$ cat config.mk
export PLATFORM = sky130hd
export DESIGN_NAME = irq_ctrl
export DESIGN_NICKNAME = d
export VERILOG_FILES = /design/src/rtl/irq_ctrl.sv
export SDC_FILE = /design/constraint.sdc
export NUM_CORES = 1
export LEC_CHECK = 0
export CAP_MARGIN = 20
export CELL_PAD_IN_SITES_DETAIL_PLACEMENT = 0
export CELL_PAD_IN_SITES_GLOBAL_PLACEMENT = 1
export CORE_ASPECT_RATIO = 0.75
export CORE_MARGIN = 5
export CORE_UTILIZATION = 40
export DETAILED_ROUTE_END_ITERATION = 10
export DONT_BUFFER_PORTS = 1
export GPL_TIMING_DRIVEN = 0
export PLACE_DENSITY = 0.67
export SYNTH_ARGS = -nofsm -noshare
export SYNTH_HDL_FRONTEND = slang
export SYNTH_SLANG_ARGS = --single-unit
$ cat constraint.sdc
create_clock -name clk -period 1.5 [get_ports clk]
set_input_delay 0.075 -clock clk [delete_from_list [all_inputs] [get_ports clk]]
set_output_delay 0.075 -clock clk [all_outputs]
set_load 0.01 [all_outputs]
$ cat src/rtl/irq_ctrl.sv
// Edge-triggered interrupt responder: latches rising request edges into pending
// flags and presents the highest-index enabled source to the CPU, one at a time.
module irq_ctrl #(
  parameter int N   = 3,
  parameter int IDW = $clog2(N)
) (
  input  logic           clk,
  input  logic           reset,
  input  logic [N-1:0]   irq,
  input  logic [N-1:0]   irq_en,
  input  logic           int_ack,
  input  logic           eoi,
  output logic           int_req,
  output logic [IDW-1:0] int_id,
  output logic [N-1:0]   int_onehot,
  output logic [N-1:0]   pending,
  output logic [N-1:0]   overrun
);

  typedef enum logic [1:0] {
    IDLE,
    REQ,
    SVC
  } state_t;

  state_t         state;
  logic [N-1:0]   irq_prev;
  logic [N-1:0]   rise;
  logic [N-1:0]   cand;
  logic [N-1:0]   clr;
  logic [N-1:0]   win_onehot;
  logic [IDW-1:0] winner;
  logic           ack_fire;

  // int_onehot already holds the decode of int_id while in REQ, so it doubles as the clear mask.
  always_comb begin
    rise       = irq & ~irq_prev;
    cand       = pending & irq_en;
    ack_fire   = (state == REQ) && int_ack;
    clr        = ack_fire ? int_onehot : '0;
    win_onehot = {{(N-1){1'b0}}, 1'b1} << winner;
  end

  // Later indices overwrite earlier ones, so the highest pending index wins.
  always_comb begin
    winner = '0;
    for (int i = 0; i < N; i++) begin
      if (cand[i]) winner = IDW'(i);
    end
  end

  always_ff @(posedge clk or negedge reset) begin
    if (!reset) begin
      irq_prev <= '0;
      pending  <= '0;
      overrun  <= '0;
    end else begin
      irq_prev <= irq;
      pending  <= (pending & ~clr) | rise;
      overrun  <= overrun | (rise & pending & ~clr);
    end
  end

  // The presented id is frozen for the whole REQ/SVC episode; no re-arbitration until IDLE.
  always_ff @(posedge clk or negedge reset) begin
    if (!reset) begin
      state      <= IDLE;
      int_req    <= 1'b0;
      int_id     <= '0;
      int_onehot <= '0;
    end else begin
      case (state)
        IDLE: begin
          if (|cand) begin
            int_id     <= winner;
            int_onehot <= win_onehot;
            int_req    <= 1'b1;
            state      <= REQ;
          end
        end
        REQ: begin
          if (int_ack) begin
            int_req <= 1'b0;
            state   <= SVC;
          end else if (!irq_en[int_id]) begin
            int_req    <= 1'b0;
            int_onehot <= '0;
            state      <= IDLE;
          end
        end
        SVC: begin
          if (eoi) begin
            int_onehot <= '0;
            state      <= IDLE;
          end
        end
        default: begin
          int_req    <= 1'b0;
          int_onehot <= '0;
          state      <= IDLE;
        end
      endcase
    end
  end

endmodule
-- Word level (Yosys, flattened, before mapping)
Cells that the tools add are included.
- register bits: 17
- output and inout bits: 12
- word-level logic and storage cells: 52
- $lt $le $gt $ge: 1
- eq/ne operators: 7
- shift operators: 1
- multiplexer cells: 19
- bitwise logic cells: 10
- reduce and logical (&&, ||, !) cells: 7
- operators by type and width (operator ; count):
    3-bit bitwise AND ; 5
    3-bit two-way mux ; 5
    2-bit two-way mux ; 5
    3-bit one-hot mux with 3 select lines ; 1
    2-bit != test (second input constant) ; 4
    3-bit inverter ; 2
    3-bit OR ; 2
    2-bit one-hot mux with 3 select lines ; 1
    3-bit AND reduction ; 2
    1-bit two-way mux ; 5
    4-bit AND reduction ; 1
    2-bit by 3-bit < comparator with 1-bit output (second input constant) ; 1
    3-bit != test (second input constant) ; 1
    1-bit one-hot mux with 3 select lines ; 1
    3-bit OR reduction ; 1
    1-bit by 2-bit << shifter with 3-bit output (first input constant) ; 1
    1-bit binary-select mux with 2-bit select ; 1
    2-bit by 1-bit equality test with 1-bit output (second input constant) ; 1
    2-bit equality test (second input constant) ; 1
    2-bit zero test ; 1
    2-bit AND reduction ; 1
    1-bit logical AND ; 1
    1-bit inverter ; 1

-- Longest topological paths before layout
Gate-level depths: netlist of run 1.
- word-level depth: 6
- gate-level depth with buffers: 4
- mapped depth without buffers: 4

-- Least setup slack after synthesis of run 1
OpenSTA, ideal clock, no wires.
- kind: reg-to-reg
- start point: register int_id[1]
- end point: register int_onehot[0]
- library setup time: 0.125 ns
- arrival time: 1.412 ns
- slack: -0.037 ns
- cell stages (with the launch flop): 5
- buffers on the path: 0
- period minus slack after synthesis: 1.537 ns
- path through: dfrtp_1 -> o21bai_1 -> a221oi_1 -> a311o_2 -> mux2_4
- longest elaborated chain between the ends: 4
- RTL lines (what ; RTL line ; RTL):
    from (decl) ; 14 ; output logic [IDW-1:0] int_id,
    from (signal assigned) ; 75 ; int_id <= winner;
    1-bit binary-select mux with 2-bit select ; 85 ; end else if (!irq_en[int_id]) begin
    1-bit two-way mux (implied by the code) ; 85 ;
    2-bit != test (no source line) ; -- ;
    4-bit AND reduction (no source line) ; -- ;
    to (signal assigned) ; 76 ; int_onehot <= win_onehot;
    to (decl) ; 15 ; output logic [N-1:0] int_onehot,
Every way passes these cells. The select of a mux whose other input is x is not followed.
A chain may end at the register's enable or synchronous reset.

-- Worst setup path after layout of run 1
- start point: register state[0]
- end point: register int_onehot[0]
- longest elaborated chain between the ends: 3
- RTL lines (what ; RTL line ; RTL):
    from (decl) ; 26 ; state_t state;
    from (signal assigned) ; 67 ; state <= IDLE;
    from (signal assigned) ; 78 ; state <= REQ;
    from (signal assigned) ; 84 ; state <= SVC;
    2-bit by 1-bit equality test with 1-bit output, or another cell as far along ; 72 ; case (state)
    2-bit != test (no source line) ; -- ;
    4-bit AND reduction (no source line) ; -- ;
Parallel ways exist; a longest one is shown, timed or not.

==> impl_metrics.xml, run 1 <==
<?xml version="1.0" encoding="UTF-8"?>
<metrics>
  <group name="sta">
    <metric name="final_period_minus_worst_setup_slack" unit="ns">1.523</metric>
    <metric name="finalHoldViolCount" unit="">0</metric>
    <metric name="final_critical_path_setup_slack" unit="ns">-0.02302</metric>
    <metric name="rsz_0062_raised_after_global_routing" unit="">yes</metric>
    <metric name="post-route-period-util" unit="">1.015</metric>
    <metric name="max_clock_freq" unit="GHz">0.6566</metric>
    <metric name="tightest_hold_margin" unit="ns">0.03366</metric>
    <metric name="report.final.setup_viol" unit="">1</metric>
    <metric name="tightest_slew" unit="ns">0.7399</metric>
    <metric name="timing.max_slew.rel_slack" unit="">0.5051</metric>
    <metric name="clock-skew-final" unit="ns">0.007732</metric>
    <metric name="slew_violations" unit="">0</metric>
  </group>
  <group name="min_path">
    <metric name="min-delay-path-class" unit="">input port to flop</metric>
  </group>
  <group name="placement">
    <metric name="count_of_port_buffers_added_during_placement" unit="">0</metric>
    <metric name="routabilityCongestion" unit="">0.7699</metric>
    <metric name="post_detail_place_hpwl" unit="mm">1.060</metric>
  </group>
  <group name="logic_synthesis">
    <metric name="synth_area_leader_cell" unit="">dfrtp_1</metric>
    <metric name="synth_sequential_area_ratio" unit="">0.6104</metric>
    <metric name="synthesis.instances" unit="">61</metric>
    <metric name="syn_avg_cell_area" unit="um2">11.42</metric>
    <metric name="synth.lib_cells_used.distinct" unit="">19</metric>
    <metric name="postSynthNetCount" unit="">71</metric>
    <metric name="post_synth_main_area_contributors" unit="">dfrtp_1 61%, nand2_1 5.4%, o21bai_1 4.3%, nand2b_1 3.6%, inv_1 2.7%</metric>
    <metric name="yosysTopAreaCellShare" unit="">0.6104</metric>
    <metric name="yosys_warnings" unit="">0</metric>
    <metric name="syn_area" unit="um2">696.9</metric>
    <metric name="postSynthRegisterBits" unit="">17</metric>
  </group>
  <group name="cells_and_area">
    <metric name="final_core_util" unit="">0.5067</metric>
    <metric name="area.growth.synth_to_final" unit="%">22.98</metric>
    <metric name="fraction_of_final_layout_cells_sized_beyond_drive_strength_1" unit="">0.1867</metric>
    <metric name="fillers" unit="">166</metric>
    <metric name="antennaDiodeCount" unit="">0</metric>
    <metric name="finish.net_count" unit="">86</metric>
  </group>
  <group name="clocking">
    <metric name="cts_made_buffers" unit="">3</metric>
    <metric name="cts_h_tree_depth" unit="">1</metric>
    <metric name="clkTransAtPathRegs" unit="ns">0.10</metric>
    <metric name="cts_tree" unit="">done</metric>
    <metric name="clock_sinks" unit="">17</metric>
    <metric name="clock-root-buffer" unit="">clkbuf_4</metric>
    <metric name="clockBufferDepth" unit="">2</metric>
    <metric name="insertion_delay" unit="ns">0.29</metric>
  </group>
  <group name="floorplan">
    <metric name="die-area" unit="um2">2686</metric>
    <metric name="floorplan.die.width" unit="um">58.20</metric>
    <metric name="core-area" unit="um2">1692</metric>
    <metric name="fp_rows" unit="">13</metric>
    <metric name="io-pin-count" unit="">22</metric>
    <metric name="die_h" unit="um">46.15</metric>
    <metric name="initial_core_util" unit="">0.4120</metric>
  </group>
  <group name="grt">
    <metric name="groute.usage.overall" unit="">0.1287</metric>
    <metric name="number_of_global_route_vias_before_repair" unit="">510</metric>
    <metric name="largest_net_degree_at_the_start_of_global_routing" unit="">18</metric>
    <metric name="wire_length_of_the_first_global_routing_pass" unit="mm">2.497</metric>
    <metric name="antenna_found_initial" unit="">0</metric>
    <metric name="total_overflow_reported_by_the_global_router" unit="">0</metric>
  </group>
  <group name="route">
    <metric name="postRouteAntennaNets" unit="">0</metric>
    <metric name="finalWirelength" unit="mm">1.445</metric>
    <metric name="detailroute.via_count" unit="">479</metric>
    <metric name="dr_wl_met3" unit="um">126</metric>
    <metric name="drt-vias-per-instance" unit="">4.938</metric>
    <metric name="drcViolationCount" unit="">0</metric>
    <metric name="highest_layer" unit="">met3</metric>
    <metric name="met1_length" unit="um">681</metric>
    <metric name="wire_per_inst" unit="um">14.90</metric>
    <metric name="firstDrtPassIters" unit="">2</metric>
    <metric name="met2_wirelength" unit="um">637</metric>
    <metric name="drt_first_iter_violations" unit="">12</metric>
  </group>
  <group name="power">
    <metric name="power_density" unit="nW/um2">1772</metric>
    <metric name="leakagePower" unit="nW">0.3794</metric>
    <metric name="irDropWorstVdd" unit="V">0.0009528</metric>
  </group>
  <group name="run_status">
    <metric name="status" unit="">complete, but fails checks</metric>
    <metric name="failing_checks" unit="">negative setup slack</metric>
  </group>
  <group name="setup_path">
    <metric name="data_arrival_time_at_the_worst_slack_endpoint" unit="ns">1.71</metric>
    <metric name="end_kind" unit="">flop</metric>
    <metric name="worst-endpoint-required" unit="ns">1.69</metric>
    <metric name="critPathMaxFanout" unit="">7</metric>
    <metric name="timing_worst_setup_path_type" unit="">flop to flop</metric>
    <metric name="critPathLaunchType" unit="">flop</metric>
  </group>
  <group name="flow_run">
    <metric name="drv.max_cap_violation_count" unit="">0</metric>
  </group>
</metrics>
[flip-flops by register name, summed over array words and instances (netlist names)]
signal and count:
int_id 2, int_onehot 3, int_req 1, irq_prev 3
overrun 3, pending 3, state 2
[synthesized netlist by cell type]
cell type  instances
a221oi_1           2
nand2b_1           4
nand2_1           10
a21o_1             2
o21bai_1           4
nor2_1             2
dfrtp_1           17
a21oi_1            1
or2b_1             1
a311o_2            1
o21ai_0            3
inv_1              5
a32o_2             1
o31ai_1            2
a22oi_1            1
a2bb2oi_1          1
o21ai_2            1
nand3b_1           2
mux2_4             1
[critical path, cell delays in order (launching register included)]
cell and delay (ns):
dfrtp_1 0.45, nand3b_1 0.18, o21ai_2 0.08, a311o_2 0.40, mux2_4 0.30
[logic make-up (layout without fill, tap and decap cells)]
| logic type | after synthesis | count (layout) | synth area share |
|---|---|---|---|
| AO/OA/AOI/OAI | 19 | 19 | 0.2082 |
| multiplexers | 1 | 1 | 0.02154 |
| AND/OR/NAND/NOR | 19 | 19 | 0.1329 |
| buffers and inverters | 5 | 19 | 0.02693 |
| flip-flops | 17 | 17 | 0.6104 |
[power by group]
group / switching, mW / leakage [nW] / total [mW] / internal (mW)
registers: 0.205 / 0.188 / 0.801 / 0.597
clock network: 0.138 / 0.0150 / 0.242 / 0.103
logic: 0.221 / 0.177 / 0.476 / 0.255
[layout by cell type (no fill, tap or decap), types with 3 or more instances in the layout]
master,netlist,layout
dlygate4sd3_1,0,7
o21ai_0,3,3
o21bai_1,4,4
clkbuf_4,0,3
nand2b_1,4,4
nand2_1,10,10
dfrtp_1,17,15
buf_4,0,3
inv_1,5,5
[worst paths after layout]
kind | from | to | slack (ns) | cells after the start
max | state[0] | int_onehot[0] | -0.02 | 4
min | int_ack | state[1] | 0.03 | 2
max reg2reg | state[0] | int_onehot[0] | -0.02 | 4
min reg2reg | irq_prev[0] | pending[0] | 0.51 | 2
max in group asynchronous | reset | int_id[1] | 0.71 | 1
min in group asynchronous | reset | int_onehot[0] | 0.28 | 1
[final cells by class]
cell class                      instances  area (um2)  share of cell area
Timing Repair Buffer                   10       92.59              0.1080
Tap cell                               22       27.53             0.03212
Inverter                                5       18.77             0.02190
Sequential cell                        17       427.9              0.4993
Clock buffer                            4       26.28             0.03066
Multi-Input combinational cell         39       264.0              0.3080
[stage by stage]
| stage | setup TNS (ns) | instances | area, um2 | setup WS [ns] | total power, mW |
|---|---|---|---|---|---|
| 5_1_grt | -0.1704 | 97 | 857.1 | -0.1113 | 1.659 |
| 3_5_place_dp | -0.1128 | 83 | 730.7 | -0.1128 | 1.225 |
| 3_3_place_gp | -0.08721 | 83 | 730.7 | -0.08721 | 1.217 |
| 6_report | -0.02302 | 97 | 857.1 | -0.02302 | 1.519 |
| 2_1_floorplan | 0 | 61 | 703.2 | 0.02781 | 1.113 |
| 4_1_cts | -0.05266 | 95 | 842.1 | -0.05266 | 1.522 |
[what timing repair did]
action	in CTS	in global routing
pin swaps	2	2
endpoints found under the hold margin	30	0
setup buffers	1	2
gates resized for setup	3	0
setup endpoints to repair	2	4
hold buffers	7	0
[layer usage]
metal  track usage  vias up
li1              -      242
met1        0.1756      220
met2        0.1824       17
met3       0.06443        0
met4       0.02778        0
met5             0        -
(Power assumes the default switching activity.)
==> inputs of run 2 (changes only) <==
--- a/config.mk
+++ b/config.mk
@@ -8,13 +8,12 @@
 export CAP_MARGIN = 20
 export CELL_PAD_IN_SITES_DETAIL_PLACEMENT = 0
 export CELL_PAD_IN_SITES_GLOBAL_PLACEMENT = 1
-export CORE_ASPECT_RATIO = 0.75
 export CORE_MARGIN = 5
-export CORE_UTILIZATION = 40
+export CORE_UTILIZATION = 47
 export DETAILED_ROUTE_END_ITERATION = 10
 export DONT_BUFFER_PORTS = 1
 export GPL_TIMING_DRIVEN = 0
-export PLACE_DENSITY = 0.67
+export PLACE_DENSITY = 0.74
 export SYNTH_ARGS = -nofsm -noshare
 export SYNTH_HDL_FRONTEND = slang
 export SYNTH_SLANG_ARGS = --single-unit
==> constraint.sdc (replaced) <==
create_clock -name clk -period 1.9 [get_ports clk]
set_input_delay 0.095 -clock clk [delete_from_list [all_inputs] [get_ports clk]]
set_output_delay 0.095 -clock clk [all_outputs]
set_load 0.01 [all_outputs]
==> impl_metrics.xml, run 2 (synthesized netlist as in run 1, its figures left out) <==
<?xml version="1.0" encoding="UTF-8"?>
<metrics>
  <group name="run_status">
    <metric name="status" unit="">finished, final reports clean</metric>
  </group>
  <group name="grt">
    <metric name="number_of_global_route_vias_before_repair" unit="">498</metric>
    <metric name="total_overflow_reported_by_the_global_router" unit="">0</metric>
    <metric name="groute.usage.overall" unit="">0.1252</metric>
    <metric name="antenna_found_initial" unit="">0</metric>
    <metric name="wire_length_of_the_first_global_routing_pass" unit="mm">2.325</metric>
    <metric name="largest_net_degree_at_the_start_of_global_routing" unit="">18</metric>
  </group>
  <group name="route">
    <metric name="firstDrtPassIters" unit="">4</metric>
    <metric name="wire_per_inst" unit="um">15.69</metric>
    <metric name="drt_first_iter_violations" unit="">5</metric>
    <metric name="finalWirelength" unit="mm">1.365</metric>
    <metric name="drcViolationCount" unit="">0</metric>
    <metric name="postRouteAntennaNets" unit="">0</metric>
    <metric name="detailroute.via_count" unit="">475</metric>
    <metric name="drt-vias-per-instance" unit="">5.460</metric>
  </group>
  <group name="clocking">
    <metric name="clock-root-buffer" unit="">clkbuf_4</metric>
    <metric name="post_cts.resized_instances" unit="">0</metric>
    <metric name="clockBufferDepth" unit="">2</metric>
    <metric name="post_cts.repair.setup_buffers" unit="">0</metric>
    <metric name="insertion_delay" unit="ns">0.28</metric>
    <metric name="cts-hold-fix-buffers" unit="">7</metric>
    <metric name="cts_made_buffers" unit="">3</metric>
    <metric name="cts_h_tree_depth" unit="">1</metric>
    <metric name="clock_sinks" unit="">17</metric>
    <metric name="cts_tree" unit="">done</metric>
    <metric name="clkTransAtPathRegs" unit="ns">0.10</metric>
  </group>
  <group name="power">
    <metric name="total_power" unit="mW">1.139</metric>
    <metric name="leakagePower" unit="nW">0.3688</metric>
    <metric name="irDropWorstVdd" unit="V">0.0007755</metric>
    <metric name="power_density" unit="nW/um2">1401</metric>
  </group>
  <group name="sta">
    <metric name="final_period_minus_worst_setup_slack" unit="ns">1.711</metric>
    <metric name="clock-skew-final" unit="ns">0.002252</metric>
    <metric name="report.final.setup_viol" unit="">0</metric>
    <metric name="finalSetupTns" unit="ns">0</metric>
    <metric name="slew_violations" unit="">0</metric>
    <metric name="max_clock_freq" unit="GHz">0.5843</metric>
    <metric name="timing.max_slew.rel_slack" unit="">0.5131</metric>
    <metric name="finalHoldViolCount" unit="">0</metric>
    <metric name="post-route-period-util" unit="">0.9008</metric>
    <metric name="rsz_0062_raised_after_global_routing" unit="">no</metric>
    <metric name="tightest_slew" unit="ns">0.7279</metric>
  </group>
  <group name="setup_path">
    <metric name="setup.worst_path.end" unit="">int_onehot[0]</metric>
    <metric name="worstSetupPathDepth" unit="">4</metric>
    <metric name="timing_worst_setup_path_type" unit="">flop to flop</metric>
    <metric name="worst-endpoint-required" unit="ns">2.07</metric>
    <metric name="rr_endpoint" unit="">int_onehot[0]</metric>
    <metric name="critical_path.cell_chain" unit="">nand3b_1, a221oi_1, a311o_2, mux2_4</metric>
    <metric name="regToRegStartpoint" unit="">int_id[0]</metric>
    <metric name="cp_slowest_stage_delay" unit="ns">0.46</metric>
    <metric name="reg2reg_setup_slack" unit="ns">0.19</metric>
    <metric name="cp_slowest_cell" unit="">dfrtp_1</metric>
    <metric name="end_kind" unit="">flop</metric>
    <metric name="worstSetupStartpoint" unit="">int_id[0]</metric>
    <metric name="critPathLaunchType" unit="">flop</metric>
    <metric name="critPathMaxFanout" unit="">5</metric>
    <metric name="critical_path.n_buffers_inverters" unit="">0</metric>
    <metric name="timing.reg2reg.worst_path_depth" unit="">4</metric>
    <metric name="data_arrival_time_at_the_worst_slack_endpoint" unit="ns">1.89</metric>
    <metric name="crit_family" unit="">compound AO/OA/AOI/OAI gates</metric>
  </group>
  <group name="placement">
    <metric name="count_of_port_buffers_added_during_placement" unit="">0</metric>
    <metric name="routabilityCongestion" unit="">0.7415</metric>
    <metric name="dp_cells" unit="">76</metric>
    <metric name="post_detail_place_hpwl" unit="um">958</metric>
  </group>
  <group name="cells_and_area">
    <metric name="antennaDiodeCount" unit="">0</metric>
    <metric name="final_core_util" unit="">0.6024</metric>
    <metric name="area.growth.synth_to_final" unit="%">16.70</metric>
    <metric name="finish.cell_count_without_fillers" unit="">87</metric>
    <metric name="final_common_cell" unit="">dfrtp_1</metric>
    <metric name="commonest_cells_after_routing_fill_and_taps_aside" unit="">17 x dfrtp_1, 10 x nand2_1, 7 x dlygate4sd3_1</metric>
    <metric name="fraction_of_final_layout_cells_sized_beyond_drive_strength_1" unit="">0.1111</metric>
    <metric name="finish.net_count" unit="">83</metric>
  </group>
  <group name="floorplan">
    <metric name="die-area" unit="um2">2353</metric>
    <metric name="floorplan.die.width" unit="um">48.51</metric>
    <metric name="die_h" unit="um">48.51</metric>
    <metric name="core-area" unit="um2">1350</metric>
    <metric name="initial_core_util" unit="">0.5162</metric>
    <metric name="io-pin-count" unit="">22</metric>
    <metric name="fp_rows" unit="">13</metric>
  </group>
  <group name="min_path">
    <metric name="min-delay-path-class" unit="">input port to flop</metric>
    <metric name="worstHoldPathCells" unit="">2</metric>
  </group>
  <group name="flow_run">
    <metric name="drv.max_cap_violation_count" unit="">0</metric>
  </group>
</metrics>
-- run 2: metal layers --
| layer | routed length [um] | GRT usage | vias to the layer above | part of all wire |
|---|---|---|---|---|
| li1 | - | - | 237 | - |
| met1 | 643 | 0.1609 | 225 | 0.47 |
| met2 | 606 | 0.1804 | 11 | 0.44 |
| met3 | 102 | 0.04587 | 2 | 0.075 |
| met4 | 12 | 0.06726 | 0 | 0.0088 |
| met5 | 0 | 0 | - | 0 |
-- run 2: per-stage QoR --
step           worst slack (ns)  cell area, um2  hold WS [ns]
3_3_place_gp             0.2032           715.7       -0.2003
5_1_grt                 0.08604           813.3       0.06568
3_5_place_dp             0.1938           715.7       -0.2003
2_1_floorplan            0.3634           696.9       -0.2006
4_1_cts                  0.1843           813.3       0.05183
6_report                 0.1886           813.3       0.06192
-- run 2: layout make-up --
type,count,area (um2)
Clock buffer,3,22.52
Multi-Input combinational cell,39,252.7
Inverter,5,18.77
Clock inverter,1,5.005
Fill cell,122,536.8
Sequential cell,17,425.4
Timing Repair Buffer,7,70.07
Tap cell,15,18.77
-- run 2: worst min-delay path by stage --
| stage | slack, ns | startpoint | to |
|---|---|---|---|
| 2_1_floorplan | -0.20 | reset | int_id[0] |
| 3_3_place_gp | -0.20 | reset | irq_prev[2] |
| 3_5_place_dp | -0.20 | reset | irq_prev[2] |
| 4_1_cts | 0.05 | irq_en[2] | int_id[1] |
| 5_1_grt | 0.07 | irq_en[2] | int_id[1] |
| 6_report | 0.06 | irq_en[2] | int_id[1] |
-- run 2: worst reg2reg max path, delay by kind of cell, from the launching register on --
family	cells	cell delay [ns]
AO/OA/AOI/OAI	2	0.65
flip-flops	1	0.46
multiplexers	1	0.30
AND/OR/NAND/NOR	1	0.19
-- run 2: report_power, final --
group          leakage [nW]  switching [mW]  internal (mW)
sequential            0.190           0.157          0.467
combinational         0.161           0.159          0.171
clock                0.0177           0.107         0.0781
